**config.mk**
```make
export PLATFORM = sky130hd
export DESIGN_NAME = fifo_uart_tx_flat
export DESIGN_NICKNAME = d
export VERILOG_FILES = /design/src/rtl/uart_pkg.sv /design/src/rtl/fifo_uart_tx_if.sv /design/src/rtl/uart_baud_gen.sv /design/src/rtl/fifo_uart_tx.sv /design/src/flat_wrapper.sv
export SDC_FILE = /design/constraint.sdc
export NUM_CORES = 1
export LEC_CHECK = 0
export BUFFER_PORTS_ARGS = -buffer_cell sky130_fd_sc_hd__buf_2
export CAP_MARGIN = 20
export CORE_MARGIN = 4
export CORE_UTILIZATION = 56
export CTS_CLUSTER_DIAMETER = 30
export CTS_CLUSTER_SIZE = 14
export DETAILED_ROUTE_END_ITERATION = 7
export GPL_TIMING_DRIVEN = 0
export PLACE_DENSITY = 0.76
export SLEW_MARGIN = 5
export SYNTH_ARGS = -nofsm -noshare
export SYNTH_HDL_FRONTEND = slang
export SYNTH_SLANG_ARGS = --single-unit
```
**constraint.sdc**
```tcl
create_clock -name clk -period 1.8 [get_ports clk]
set_input_delay 0.18 -clock clk [delete_from_list [all_inputs] [get_ports clk]]
set_output_delay 0.18 -clock clk [all_outputs]
set_load 0.02 [all_outputs]
```
**src/rtl/uart_pkg.sv**
```systemverilog
// Shared definitions for the UART transmit path: FSM states, line levels and
// the default frame parameters.
package uart_pkg;

    localparam int DEF_WIDTH        = 8;
    localparam int DEF_CLKS_PER_BIT = 16;
    localparam bit DEF_PARITY_EN    = 1'b0;

    localparam logic START_BIT = 1'b0;
    localparam logic STOP_BIT  = 1'b1;

    typedef enum logic [2:0] {
        IDLE,
        POP,
        LOAD,
        START,
        DATA,
        PARITY,
        STOP
    } uart_state_e;

endpackage

```
**src/rtl/fifo_uart_tx_if.sv**
```systemverilog
// Read-side handshake between the UART transmitter and its upstream FIFO.
// The transmitter pops (master); the FIFO answers with data and empty (slave).
interface fifo_uart_tx_if
    import uart_pkg::*;
#(
    parameter int WIDTH = DEF_WIDTH
) ();

    logic             fifo_empty;
    logic [WIDTH-1:0] fifo_data;
    logic             fifo_rd_en;

    modport master (
        input  fifo_empty,
        input  fifo_data,
        output fifo_rd_en
    );

    modport slave (
        output fifo_empty,
        output fifo_data,
        input  fifo_rd_en
    );

endinterface

```
**src/rtl/uart_baud_gen.sv**
```systemverilog
// Bit-period counter. Counts 0..CLKS_PER_BIT-1 and wraps; clear restarts the
// period at 0. tick is registered and is high exactly while the count sits at
// CLKS_PER_BIT-1, i.e. on the last cycle of each serial bit.
module uart_baud_gen
    import uart_pkg::*;
#(
    parameter int CLKS_PER_BIT = DEF_CLKS_PER_BIT
) (
    input  logic clk,
    input  logic reset,
    input  logic clear,
    output logic tick
);

    localparam int            CW       = $clog2(CLKS_PER_BIT);
    localparam logic [CW-1:0] LAST     = CW'(CLKS_PER_BIT - 1);
    localparam logic [CW-1:0] PRE_LAST = CW'(CLKS_PER_BIT - 2);

    logic [CW-1:0] count;

    // Advance the bit-period count and precompute tick for the next cycle.
    // NOTE: sequential state uses non-blocking assignments so every register
    // samples its inputs from before the edge, independent of statement order.
    always_ff @(posedge clk) begin
        if (reset || clear) begin
            count <= '0;
            tick  <= 1'b0;
        end else if (count == LAST) begin
            count <= '0;
            tick  <= 1'b0;
        end else begin
            count <= count + 1'b1;
            tick  <= (count == PRE_LAST);
        end
    end

endmodule

```
**src/rtl/fifo_uart_tx.sv**
```systemverilog
// UART transmitter fed from an upstream FIFO. Pops one word per frame, sends
// start bit, WIDTH data bits LSB first, optional even parity, and a stop bit.
// Frames run back to back while the FIFO has data.
module fifo_uart_tx
    import uart_pkg::*;
#(
    parameter int WIDTH        = DEF_WIDTH,
    parameter int CLKS_PER_BIT = DEF_CLKS_PER_BIT,
    parameter bit PARITY_EN    = DEF_PARITY_EN
) (
    input  logic           clk,
    input  logic           reset,
    fifo_uart_tx_if.master fifo,
    output logic           tx,
    output logic           busy,
    output logic           frame_done
);

    localparam int             BCW      = (WIDTH > 1) ? $clog2(WIDTH) : 1;
    localparam logic [BCW-1:0] LAST_BIT = BCW'(WIDTH - 1);

    uart_state_e      state;
    uart_state_e      state_next;
    logic [WIDTH-1:0] shift_reg;
    logic             parity_bit;
    logic [BCW-1:0]   bit_cnt;
    logic             tick;
    logic             clear;

    // Every state entry restarts the bit period from zero.
    assign clear = (state_next != state);

    uart_baud_gen #(
        .CLKS_PER_BIT(CLKS_PER_BIT)
    ) u_baud_gen (
        .clk  (clk),
        .reset(reset),
        .clear(clear),
        .tick (tick)
    );

    // Next-state decode; fifo_empty is consulted only in IDLE and on the last STOP cycle.
    // NOTE: state_next gets a default before the case so no path leaves it
    // unassigned, which would otherwise infer a latch.
    always_comb begin
        state_next = state;
        case (state)
            IDLE:    if (!fifo.fifo_empty) state_next = POP;
            POP:     state_next = LOAD;
            LOAD:    state_next = START;
            START:   if (tick) state_next = DATA;
            DATA:    if (tick && (bit_cnt == LAST_BIT)) state_next = PARITY_EN ? PARITY : STOP;
            PARITY:  if (tick) state_next = STOP;
            STOP:    if (tick) state_next = fifo.fifo_empty ? IDLE : POP;
            default: state_next = IDLE;
        endcase
    end

    // State register, datapath and registered outputs; tx lags the state by one cycle.
    always_ff @(posedge clk) begin
        if (reset) begin
            state           <= IDLE;
            shift_reg       <= '0;
            parity_bit      <= 1'b0;
            bit_cnt         <= '0;
            tx              <= STOP_BIT;
            busy            <= 1'b0;
            fifo.fifo_rd_en <= 1'b0;
        end else begin
            state           <= state_next;
            fifo.fifo_rd_en <= (state_next == POP);
            busy            <= (state_next != IDLE);

            case (state)
                LOAD: begin
                    shift_reg  <= fifo.fifo_data;
                    parity_bit <= ^fifo.fifo_data;
                    bit_cnt    <= '0;
                end
                DATA: begin
                    if (tick) begin
                        shift_reg <= shift_reg >> 1;
                        bit_cnt   <= (bit_cnt == LAST_BIT) ? '0 : bit_cnt + 1'b1;
                    end
                end
                default: ;
            endcase

            case (state)
                START:   tx <= START_BIT;
                DATA:    tx <= shift_reg[0];
                PARITY:  tx <= parity_bit;
                default: tx <= STOP_BIT;
            endcase
        end
    end

    // Pulse on the final stop-bit cycle, aligned with the STOP state.
    assign frame_done = (state == STOP) && tick;

endmodule

```
**src/flat_wrapper.sv**
```systemverilog
// flat-port wrapper written by rule: the top's interface ports become plain ports
module fifo_uart_tx_flat import uart_pkg::*;
#(
    parameter int WIDTH        = DEF_WIDTH,
    parameter int CLKS_PER_BIT = DEF_CLKS_PER_BIT,
    parameter bit PARITY_EN    = DEF_PARITY_EN
)
  (clk, reset, tx, busy, frame_done, fifo_fifo_empty, fifo_fifo_data, fifo_fifo_rd_en);
  fifo_uart_tx_if #(.WIDTH(WIDTH)) fifo_i ();
  input  logic clk;
  input  logic reset;
  output logic tx;
  output logic busy;
  output logic frame_done;
  input wire logic [$bits(fifo_i.fifo_empty)-1:0] fifo_fifo_empty;
  input wire logic [$bits(fifo_i.fifo_data)-1:0] fifo_fifo_data;
  output wire logic [$bits(fifo_i.fifo_rd_en)-1:0] fifo_fifo_rd_en;
  assign fifo_i.fifo_empty = fifo_fifo_empty;
  assign fifo_i.fifo_data = fifo_fifo_data;
  assign fifo_fifo_rd_en = fifo_i.fifo_rd_en;
  fifo_uart_tx #(.WIDTH(WIDTH), .CLKS_PER_BIT(CLKS_PER_BIT), .PARITY_EN(PARITY_EN)) u_core (.clk(clk), .reset(reset), .fifo(fifo_i), .tx(tx), .busy(busy), .frame_done(frame_done));
endmodule
```
# [Yosys cells after proc, flatten, opt, wreduce, memory -nomap -nowiden]
# Cells that the tools add are included.
[totals] inputBits=11 elab_cells=45 ff_bits=23 out_inout_bits=4
[op_classes] n_eq_ne=12 n_mux=13 n_reduce_logical=9 n_addsub=2
[op_table] cell="$mux 3" n=7
[op_table] cell="$pmux 3 s7" n=1
[op_table] cell="$pmux 8 s2" n=1
[op_table] cell="$eq 3x3->1 const B" n=4
[op_table] cell="$eq 4x4->1 const B" n=2
[op_table] cell="$mux 8" n=1
[op_table] cell="$reduce_xor 8->1" n=1
[op_table] cell="$eq 3x1->1 const B" n=2
[op_table] cell="$eq 3x2->1 const B" n=2
[op_table] cell="$pmux 3 s2" n=1
[op_table] cell="$add 4x1->4 const B" n=1
[op_table] cell="$add 3x1->3 const B" n=1
[op_table] cell="$logic_not 3->1" n=1
[op_table] cell="$ne 3x3->1" n=1
[op_table] cell="$pmux 1 s3" n=1
[op_table] cell="$reduce_bool 3->1" n=1
[op_table] cell="$logic_and 1x1->1" n=2
[op_table] cell="$ne 2x2->1 const B" n=1
[op_table] cell="$reduce_and 2->1" n=1
[op_table] cell="$reduce_bool 2->1" n=1
[op_table] cell="$reduce_or 2->1" n=1
[op_table] cell="$logic_or 1x1->1" n=1
[op_table] cell="$mux 1" n=1

# [Longest topological paths before layout]
# Gate-level depths: netlist (run 1).
[depth] depth_word=7 ltp_mapped=6 ltp_nobuf=6

# [Cells and area by module]
# A second synthesis (run 1) with hierarchy kept.
[hier_totals] hier_cells=138 area_unflattened_um2=1219.9
[modules_own_cells] module="fifo_uart_tx" area_each_um2=1032.2 instances=1 seq_area_each_um2=360.3 cells_per_inst=120
[modules_own_cells] module="uart_baud_gen" area_each_um2=187.7 instances=1 seq_area_each_um2=100.1 cells_per_inst=18

# [Least setup slack after synthesis (run 1)]
# No wires, ideal clock.
[synth_timing] path_kind="reg2reg" start="register u_core.bit_cnt[0]" end="register u_core.u_baud_gen.count[3]" path_slack_ns=0.361 synth_period_minus_slack_ns=1.439 setup_ns=0.078 stages_incl_launch_ff=7 t_arrival_ns=1.361 required_ns=1.722 path_buffers=0 path_cell_list="dfxtp_1 ha_1 ha_1 nor3_1 nor2_1 a211o_1 nor3_1"
[synth_between] elab_chain_len=7
[synth_lines] element="from (decl)" line_no="fifo_uart_tx.sv:26" source="logic [BCW-1:0] bit_cnt;"
[synth_lines] element="from (signal assigned)" line_no="fifo_uart_tx.sv:83" source="bit_cnt <= (bit_cnt == LAST_BIT) ? '0 : bit_cnt + 1'b1;"
[synth_lines] element="$eq 3x3->1" line_no="fifo_uart_tx.sv:52" source="DATA: if (tick && (bit_cnt == LAST_BIT)) state_next = PARITY_EN ? PARITY : STOP;"
[synth_lines] element="$logic_and 1x1->1" line_no="fifo_uart_tx.sv:52"
[synth_lines] element="$mux 3" line_no="fifo_uart_tx.sv:52"
[synth_lines] element="$pmux 3 s7" line_no="fifo_uart_tx.sv:47" source="case (state)"
[synth_lines] element="$ne 3x3->1" line_no="fifo_uart_tx.sv:31" source="assign clear = (state_next != state);"
[synth_lines] element="$logic_or 1x1->1" line_no="uart_baud_gen.sv:25" source="if (reset || clear) begin"
[synth_lines] element="$reduce_or 2->1 (no line)"
[synth_lines] element="to (signal assigned)" line_no="uart_baud_gen.sv:32" source="count <= count + 1'b1;"
[synth_lines] element="to (decl)" line_no="uart_baud_gen.sv:19" source="logic [CW-1:0] count;"
# Every way passes these cells.
# A chain may end at the register's enable or synchronous reset.

# [Final worst setup path (run 1)]
[layout_timing] start="register u_core.state[2]" end="output port frame_done"
[layout_between] elab_chain_len=2
[layout_lines] element="from (decl)" line_no="fifo_uart_tx.sv:22" source="uart_state_e state;"
[layout_lines] element="from (signal assigned)" line_no="fifo_uart_tx.sv:70" source="state <= state_next;"
[layout_lines] element="$eq 3x3->1" line_no="fifo_uart_tx.sv:99" source="assign frame_done = (state == STOP) && tick;"
[layout_lines] element="$logic_and 1x1->1" line_no="fifo_uart_tx.sv:99"
[layout_lines] element="to (decl)" line_no="flat_wrapper.sv:14" source="output logic frame_done;"
# Every way passes these cells.

==> results of run 1 <==
==> final timing paths <==
path / start / end / cells past startpoint
max: u_core.state[2] / frame_done / 4
min: fifo_fifo_data[7] / u_core.shift_reg[7] / 3
max reg2reg: u_core.bit_cnt[0] / u_core.u_baud_gen.count[3] / 6
min reg2reg: u_core.bit_cnt[2] / u_core.bit_cnt[2] / 2
==> power groups by stage <==
stage               combinational (mW)  clock, mW  sequential [mW]
global placement                 0.265          0            0.581
detailed placement               0.274          0            0.583
floorplan                        0.209          0            0.587
CTS                              0.275      0.244            0.572
global route                     0.310      0.266            0.577
finish                           0.272      0.236            0.572
==> placed cells by master (no fill, tap or decap), types with 2 or more instances in the layout <==
cell type,instances
dfxtp_1,22
nor2_1,18
buf_2,17
mux2i_1,10
xnor2_1,8
a211oi_1,7
a21oi_1,7
nor3_1,5
nand2b_1,4
ha_1,4
nand2_1,3
o21ai_0,3
clkbuf_4,3
buf_4,2
buf_6,2
nor3b_1,2
inv_1,2
nor3b_2,2
clkbuf_1,2
a211oi_2,2
and3b_1,2
a211o_1,2
nand3_1,2
nor2b_1,2
==> synthesized netlist by cell type <==
library cell	number	area, sq um
dfxtp_1	23	460
nor2_1	18	67.6
mux2i_1	10	100
xnor2_1	8	70.1
a211oi_1	7	52.6
a21oi_1	7	35.0
nor3_1	5	25.0
buf_2	4	20.0
ha_1	4	50.1
nand2b_1	4	25.0
nand2_1	3	11.3
o21ai_0	3	15.0
a211o_1	2	17.5
a211oi_2	2	25.0
and3b_1	2	17.5
buf_4	2	15.0
buf_6	2	22.5
clkbuf_1	2	7.51
inv_1	2	7.51
nand3_1	2	10.0
nor2b_1	2	12.5
nor3b_1	2	15.0
nor3b_2	2	25.0
a21boi_0	1	7.51
a21o_1	1	7.51
a21oi_4	1	16.3
a221oi_1	1	8.76
a22oi_1	1	7.51
a32oi_1	1	8.76
and3_1	1	6.26
nand3b_4	1	20.0
nand4b_1	1	8.76
nor4b_1	1	8.76
o211ai_1	1	7.51
or2_2	1	6.26
or3_1	1	6.26
xor2_1	1	8.76
==> kinds of logic after synthesis <==
family	count (synthesis)	share of synthesized area (%)
and+or+nand+nor	46	21.5
AOI/OAI and AO/OA	28	16.9
DFF	23	37.2
buffers and inverters	12	5.87
muxes	10	8.10
xor gates and xnor gates	9	6.38
adders and majority gates	4	4.05
==> routing by layer <==
layer	routed length [um]	vias to the layer above
li1	-	501
met4	10	0
met1	1070	444
met3	64	2
met2	1110	10
met5	0	-
==> what timing repair did <==
action | in CTS | in global routing
gates resized for setup | 0 | 1
hold endpoints to repair | 0 | 0
setup endpoints to repair | 0 | 1
buffers inserted | 0 | 0
==> final cells by class <==
class                   instances  area share (%)
clock inverters                 1           0.367
multi-input cells              97            51.6
well taps                      27            2.48
plain buffers                  10            4.77
clock buffers                   3            1.65
repair buffers                 13            4.77
inverters                       2           0.550
flip-flops and latches         23            33.9
==> through the flow <==
stage          power (mW)  util [%]  hold slack, ns
6_report             1.08      67.5           0.111
3_5_place_dp        0.858      66.0           0.456
2_1_floorplan       0.796         -           0.320
4_1_cts              1.09      67.4           0.106
3_3_place_gp        0.847      66.0           0.446
5_1_grt              1.15      67.5           0.117
==> critical path, stage by stage (launching register included) <==
cell,delay (ns)
dfxtp_2,0.41
buf_2,0.24
nand2_1,0.11
nor3b_1,0.18
buf_2,0.19
==> flow_summary.toml, run 1 <==
[grt]
antenna_found_initial = 0
grt_overflow = 0
busiest_layer = "met2"
use_met2_pct = 33.7
grt_pass1_wl_um = 4040
use_met1_pct = 21.6
track_usage_pct = 18.3
grt_max_degree = 14
grt_pass1_vias = 963
gr-usage-met3_pct = 2.41

[drt]
vias = 957
first_pass_iters = 4
wl_um = 2260
ant_nets = 0
drt-initial-drc-count = 9
via_per_inst = 5.44
wl_per_cell_um = 12.9
drc = 0

[timing]
layout_min_cycle_time_ns = 1.62
slew_headroom_pct = 66.7
rsz0062_at_grt = "no"
hold_viol = 0
slew_violations = 0
finalCritPeriodShare_pct = 89.9
layout_setup_ws_ns = 0.181
finalClockSkew_ns = 0.0140
setup_viol_count_final = 0
setup_tns_ns = 0
max_freq_ghz = 0.618
worst_pin_slew_ns = 0.500

[placed_design]
io_buffers = 13
post_dp_cell_area_sq_um = 1340
gp_congestion = 0.728
dp_hpwl_um = 1670
place_inst = 172
preCtsSetupSlack_ns = 0.235

[critical_path]
reg2reg_setup_slack_ns = 0.22
startpoint_type = "register"
worstSetupPathType = "register to primary output"
endpoint_kind = "primary output"
cp.arrival_ns = 1.44
cp_max_fo = 10
worstPathRequired_ns = 1.62

[logic_synthesis]
synth_seq_cells = 23
yosys_warnings = 0
yosysSeqAreaShare_pct = 37.2
avgSynthCellArea_sq_um = 9.37
synth_area_sq_um = 1240
netlist_instances = 132
synth_cell_types = 37
syn-num-nets = 147

[floorplanning]
core.rowCount = 16
coreArea_sq_um = 2020
die-area_sq_um = 3020
start_util_pct = 61.1
die_h_um = 55.0
io_pins = 15
fp.dieW_um = 55.0

[layout]
largest_reg_flops = 8
fin_area_sq_um = 1360
fin_cells = 176
drive_gt1_share_pct = 22.1
seq_area_sq_um = 462
multi_input_area_sq_um = 703
fill_cells = 167
nets = 165
area_delta_synth_final_pct = 10.3
antennaDiodeCount = 0

[power]
p_leak_nw = 0.552
power_density_nw_per_um2 = 792
vdd_drop_max_mv = 0.523
p_int_mw = 0.759
p_seq_share_pct = 53.0
p_clk_share_pct = 21.8
switching_share_pct = 29.7
combPwrFrac_pct = 25.2
switching_power_mw = 0.321

[clocking]
cts_sinks = 23
holdBufCountCts = 0
cts_tree = "yes"
cts_made_buffers = 3
cts_htree_levels = 1
cts_root_buf = "clkbuf_4"
max-clock-path-buffers = 2
cts.reportedPaths.clkPinSlew_ns = 0.13
clkLatencyLatePin_ns = 0.31

[run_status]
status = "complete, no violations"

[flow_run]
max_cap_violations = 0

[hold_path]
hold_class = "input port to register"
Power figures use the tool's default switching activity.
==> inputs of run 2 (changes only) <==
Settings changed: PLACE_DENSITY 0.76 to 0.77.
==> flow_summary.toml, run 2 (synthesized netlist as in run 1, its figures left out) <==
[placed_design]
preCtsSetupSlack_ns = 0.214
post_dp_cell_area_sq_um = 1340
io_buffers = 13
dp_hpwl_um = 1730
gp_congestion = 0.720
place_inst = 172

[layout]
multi_input_area_sq_um = 703
drive_gt1_share_pct = 21.5
fill_cells = 180
layout_commonest_cell = "dfxtp_1"
seq_area_sq_um = 460
final_cell_mix = "23 x dfxtp_1, 18 x nor2_1, 17 x buf_2, 10 x mux2i_1, 8 x xnor2_1"
area_delta_synth_final_pct = 10.2
nets = 165
fin_area_sq_um = 1360
antennaDiodeCount = 0
final_util_pct = 67.4
fin_cells = 176
largest_reg_flops = 8

[critical_path]
slowest_delay_ns = 0.48
worst_path_max_delay_cell = "dfxtp_1"
worstPathCellList = "buf_2 > nand2_1 > nor3b_1 > buf_2"
startpoint_type = "register"
cp_top_family = "flip-flops"
worstPathRequired_ns = 1.62
worstSetupPathType = "register to primary output"
cp.arrival_ns = 1.50
endpoint_kind = "primary output"
path_buf_inv = 2
cp_max_fo = 10
cpMostUsedCell = "buf_2"
reg2reg_setup_slack_ns = 0.18

[timing]
finalCritPeriodShare_pct = 93.6
layout_min_cycle_time_ns = 1.68
layout_setup_ws_ns = 0.116
worst_pin_slew_ns = 0.525
slew_headroom_pct = 65.0
whs_ns = 0.131
setup_viol_count_final = 0
setup_tns_ns = 0
hold_viol = 0
rsz0062_at_grt = "no"
finalClockSkew_ns = 0.00757
max_freq_ghz = 0.594
slew_violations = 0

[power]
p_leak_nw = 0.551
vdd_drop_max_mv = 0.538
power_mw = 1.08
power_density_nw_per_um2 = 791

[floorplanning]
start_util_pct = 61.1
die-area_sq_um = 3020
core.rowCount = 16
fp.dieW_um = 55.0
io_pins = 15
coreArea_sq_um = 2020
die_h_um = 55.0

[clocking]
cts_htree_levels = 1
holdBufCountCts = 0
cts.reportedPaths.clkPinSlew_ns = 0.12
cts_root_buf = "clkbuf_4"
cts_sinks = 23
cts_tree = "yes"
cts_resized = 0
max-clock-path-buffers = 2
post_cts_buffers = 0
cts_made_buffers = 3
clkLatencyLatePin_ns = 0.30

[grt]
antenna_found_initial = 0
grt_max_degree = 14
track_usage_pct = 18.2
use_met2_pct = 34.8
busiest_layer = "met2"
grt_pass1_wl_um = 4050
grt_pass1_vias = 954
gr-usage-met3_pct = 2.41
use_met1_pct = 20.9
grt_overflow = 0

[drt]
first_pass_iters = 4
wl_per_cell_um = 13.1
via_per_inst = 5.65
drc = 0
drt-initial-drc-count = 19
ant_nets = 0
vias = 994
wl_um = 2300

[flow_run]
max_cap_violations = 0

[run_status]
status = "complete, no violations"

[hold_path]
hold_class = "input port to register"
## run 2: area by class of cell
type / count / share of cell area, %
Buffer: 10 / 4.78
Inverter: 2 / 0.551
Sequential cell: 23 / 33.8
Clock inverter: 1 / 0.367
Timing Repair Buffer: 13 / 4.78
Clock buffer: 3 / 1.65
Multi-Input combinational cell: 97 / 51.6
Tap cell: 27 / 2.48
## run 2: worst paths after layout
path                       startpoint                    endpoint  depth (start not counted)
setup / recovery      u_core.state[2]                  frame_done                          4
hold / removal      fifo_fifo_data[7]         u_core.shift_reg[7]                          3
setup reg to reg    u_core.bit_cnt[0]  u_core.u_baud_gen.count[1]                          6
hold reg to reg   u_core.shift_reg[7]         u_core.shift_reg[7]                          2
## run 2: worst min-delay path, cell delays in order
cell and delay (ns):
buf_2 0.11, nand2_1 0.05, a21oi_1 0.05
## run 2: report_power, final
part	switching, mW	leakage (nW)	total (mW)	internal [mW]
clock network	0.148	0.0177	0.231	0.0828
registers	0.0195	0.188	0.571	0.552
logic	0.152	0.346	0.277	0.125
total	0.319	0.551	1.08	0.759
## run 2: layer usage
layer / share of wire [%] / wire, um / vias up
met5: 0 / 0 / -
met4: 0.35 / 8 / 0
met3: 3.6 / 82 / 2
met2: 51 / 1160 / 13
met1: 45 / 1040 / 474
li1: - / - / 505
==> inputs of run 3 (changes only) <==
--- a/config.mk
+++ b/config.mk
@@ -15,4 +15,5 @@
 export GPL_TIMING_DRIVEN = 0
 export PLACE_DENSITY = 0.77
+export SETUP_SLACK_MARGIN = 0.2
 export SLEW_MARGIN = 5
 export SYNTH_ARGS = -nofsm -noshare
==> constraint.sdc (replaced) <==
create_clock -name clk -period 1.8 [get_ports clk]
set_input_delay 0 -clock clk [delete_from_list [all_inputs] [get_ports clk]]
set_output_delay 0 -clock clk [all_outputs]
set_load 0.02 [all_outputs]
==> flow_summary.toml, run 3 (synthesized netlist as in run 1, its figures left out) <==
[timing]
finalClockSkew_ns = 0.00532
finalCritPeriodShare_pct = 85.2
slew_violations = 0
rsz0062_at_grt = "no"
setup_tns_ns = 0
hold_viol = 0
layout_min_cycle_time_ns = 1.53
worst_pin_slew_ns = 0.529
max_freq_ghz = 0.652
setup_viol_count_final = 0
layout_setup_ws_ns = 0.266
slew_headroom_pct = 64.8

[critical_path]
cpMostUsedCell = "nor3_2"
r2r_end = "u_core.u_baud_gen.count[1]"
cp_top_family = "compound AO/OA/AOI/OAI gates"
r2r-start = "u_core.bit_cnt[0]"
reg2reg_setup_slack_ns = 0.27
worstSetupPathType = "register to register"
worstPathCellList = "ha_2 > ha_4 > nor3_2 > nor2_1 > a211o_1 > nor3_2"
worstPathRequired_ns = 2.04
endpoint_kind = "register"
r2r_cells = 6
slowest_delay_ns = 0.40
path_depth = 6
startpoint_type = "register"
worst_path_max_delay_cell = "a211o_1"
cp_max_fo = 5
path_buf_inv = 0
cp.arrival_ns = 1.78

[layout]
fill_cells = 169
nets = 171
layout_commonest_cell = "dfxtp_1"
area_delta_synth_final_pct = 17.0
largest_reg_flops = 8
fin_area_sq_um = 1450
drive_gt1_share_pct = 28.4
antennaDiodeCount = 0
final_cell_mix = "22 x dfxtp_1, 18 x nor2_1, 17 x buf_2, 10 x mux2i_1, 8 x xnor2_1"

[drt]
via_per_inst = 5.54
drc = 0
wl_met1_um = 1090
wl_um = 2500
met3_length_um = 80
top_layer = "met4"
drt-initial-drc-count = 12
ant_nets = 0
vias = 1008
wl_met2_um = 1300
wl_per_cell_um = 13.7
first_pass_iters = 4

[clocking]
cts_made_buffers = 3
cts_tree = "yes"
max-clock-path-buffers = 2
cts.reportedPaths.clkPinSlew_ns = 0.12
cts_root_buf = "clkbuf_4"
cts_sinks = 23
clkLatencyLatePin_ns = 0.30
cts_htree_levels = 1

[power]
p_clk_share_pct = 20.8
switching_share_pct = 29.8
combPwrFrac_pct = 27.6
vdd_drop_max_mv = 0.569
p_int_mw = 0.779
switching_power_mw = 0.330
p_leak_nw = 0.583
power_density_nw_per_um2 = 767
p_seq_share_pct = 51.6

[placed_design]
dp_hpwl_um = 1730
post_dp_cell_area_sq_um = 1340
gp_congestion = 0.720
preCtsSetupSlack_ns = 0.214
io_buffers = 13

[grt]
antenna_found_initial = 0
grt_pass1_wl_um = 4030
grt_max_degree = 14
grt_pass1_vias = 952
grt_overflow = 0
track_usage_pct = 18.1

[run_status]
status = "complete, no violations"

[floorplanning]
io_pins = 15
core.rowCount = 16
die_h_um = 55.0
coreArea_sq_um = 2020
fp.dieW_um = 55.0
die-area_sq_um = 3020
start_util_pct = 61.1

[hold_path]
hp-start = "fifo_fifo_empty"
hold_depth = 4
holdPathEnd = "u_core.busy"
hold_class = "input port to register"

[flow_run]
max_cap_violations = 0
==> run 3: layer usage <==
| metal | track usage (%) | up-vias |
|---|---|---|
| met5 | 0 | - |
| met4 | 4.86 | 0 |
| met3 | 2.41 | 4 |
| met2 | 34.4 | 13 |
| met1 | 20.9 | 475 |
| li1 | - | 516 |
==> run 3: timing repair <==
action	4_1_cts	5_1_grt
setup buffers	0	5
hold buffers	1	0
endpoints found under the hold margin	1	0
pin swaps	1	4
resized for setup	0	8
endpoints found under the setup margin	2	4
==> run 3: worst reg2reg max path, delay by kind of cell (launching register included) <==
| kind | cells | cell delay (ns) |
|---|---|---|
| and+or+nand+nor | 3 | 0.36 |
| AOI/OAI and AO/OA | 1 | 0.40 |
| adders and majority gates | 2 | 0.37 |
| DFF | 1 | 0.35 |
==> run 3: cell type report <==
| type | instances | area, sq um | area share (%) |
|---|---|---|---|
| Buffer | 10 | 65.1 | 4.50 |
| Clock buffer | 3 | 22.5 | 1.56 |
| Clock inverter | 1 | 5.00 | 0.346 |
| Inverter | 2 | 7.51 | 0.519 |
| Multi-Input combinational cell | 97 | 738 | 51.0 |
| Sequential cell | 23 | 462 | 31.9 |
| Tap cell | 27 | 33.8 | 2.34 |
| Timing Repair Buffer | 19 | 113 | 7.79 |
==> run 3: stage by stage <==
step                      util [%]  hold WS (ns)  total power [mW]  std cells
final                         71.5        0.0536              1.11        182
after floorplan                  -         0.140             0.796        132
after CTS                     67.9        0.0391              1.09        177
after detailed placement      66.0         0.278             0.860        172
after global placement        66.0         0.267             0.846        172
after global routing          71.5        0.0662              1.17        182
==> run 3: worst max-delay path by stage <==
stage                                       endpoint  slack, ns         startpoint
final                     u_core.u_baud_gen.count[1]       0.27  u_core.bit_cnt[0]
after global routing                      frame_done       0.22    u_core.state[2]
after CTS                 u_core.u_baud_gen.count[1]       0.22  u_core.bit_cnt[0]
after detailed placement  u_core.u_baud_gen.count[1]       0.21  u_core.bit_cnt[0]
after global placement    u_core.u_baud_gen.count[0]       0.29  u_core.bit_cnt[0]
after floorplan           u_core.u_baud_gen.count[3]       0.36  u_core.bit_cnt[0]
==> run 3: power by group through the flow <==
stage               clock, mW  combinational (mW)  sequential [mW]
floorplan                   0               0.209            0.587
global placement            0               0.265            0.581
detailed placement          0               0.277            0.583
CTS                     0.239               0.280            0.571
global route            0.259               0.338            0.576
finish                  0.231               0.306            0.572
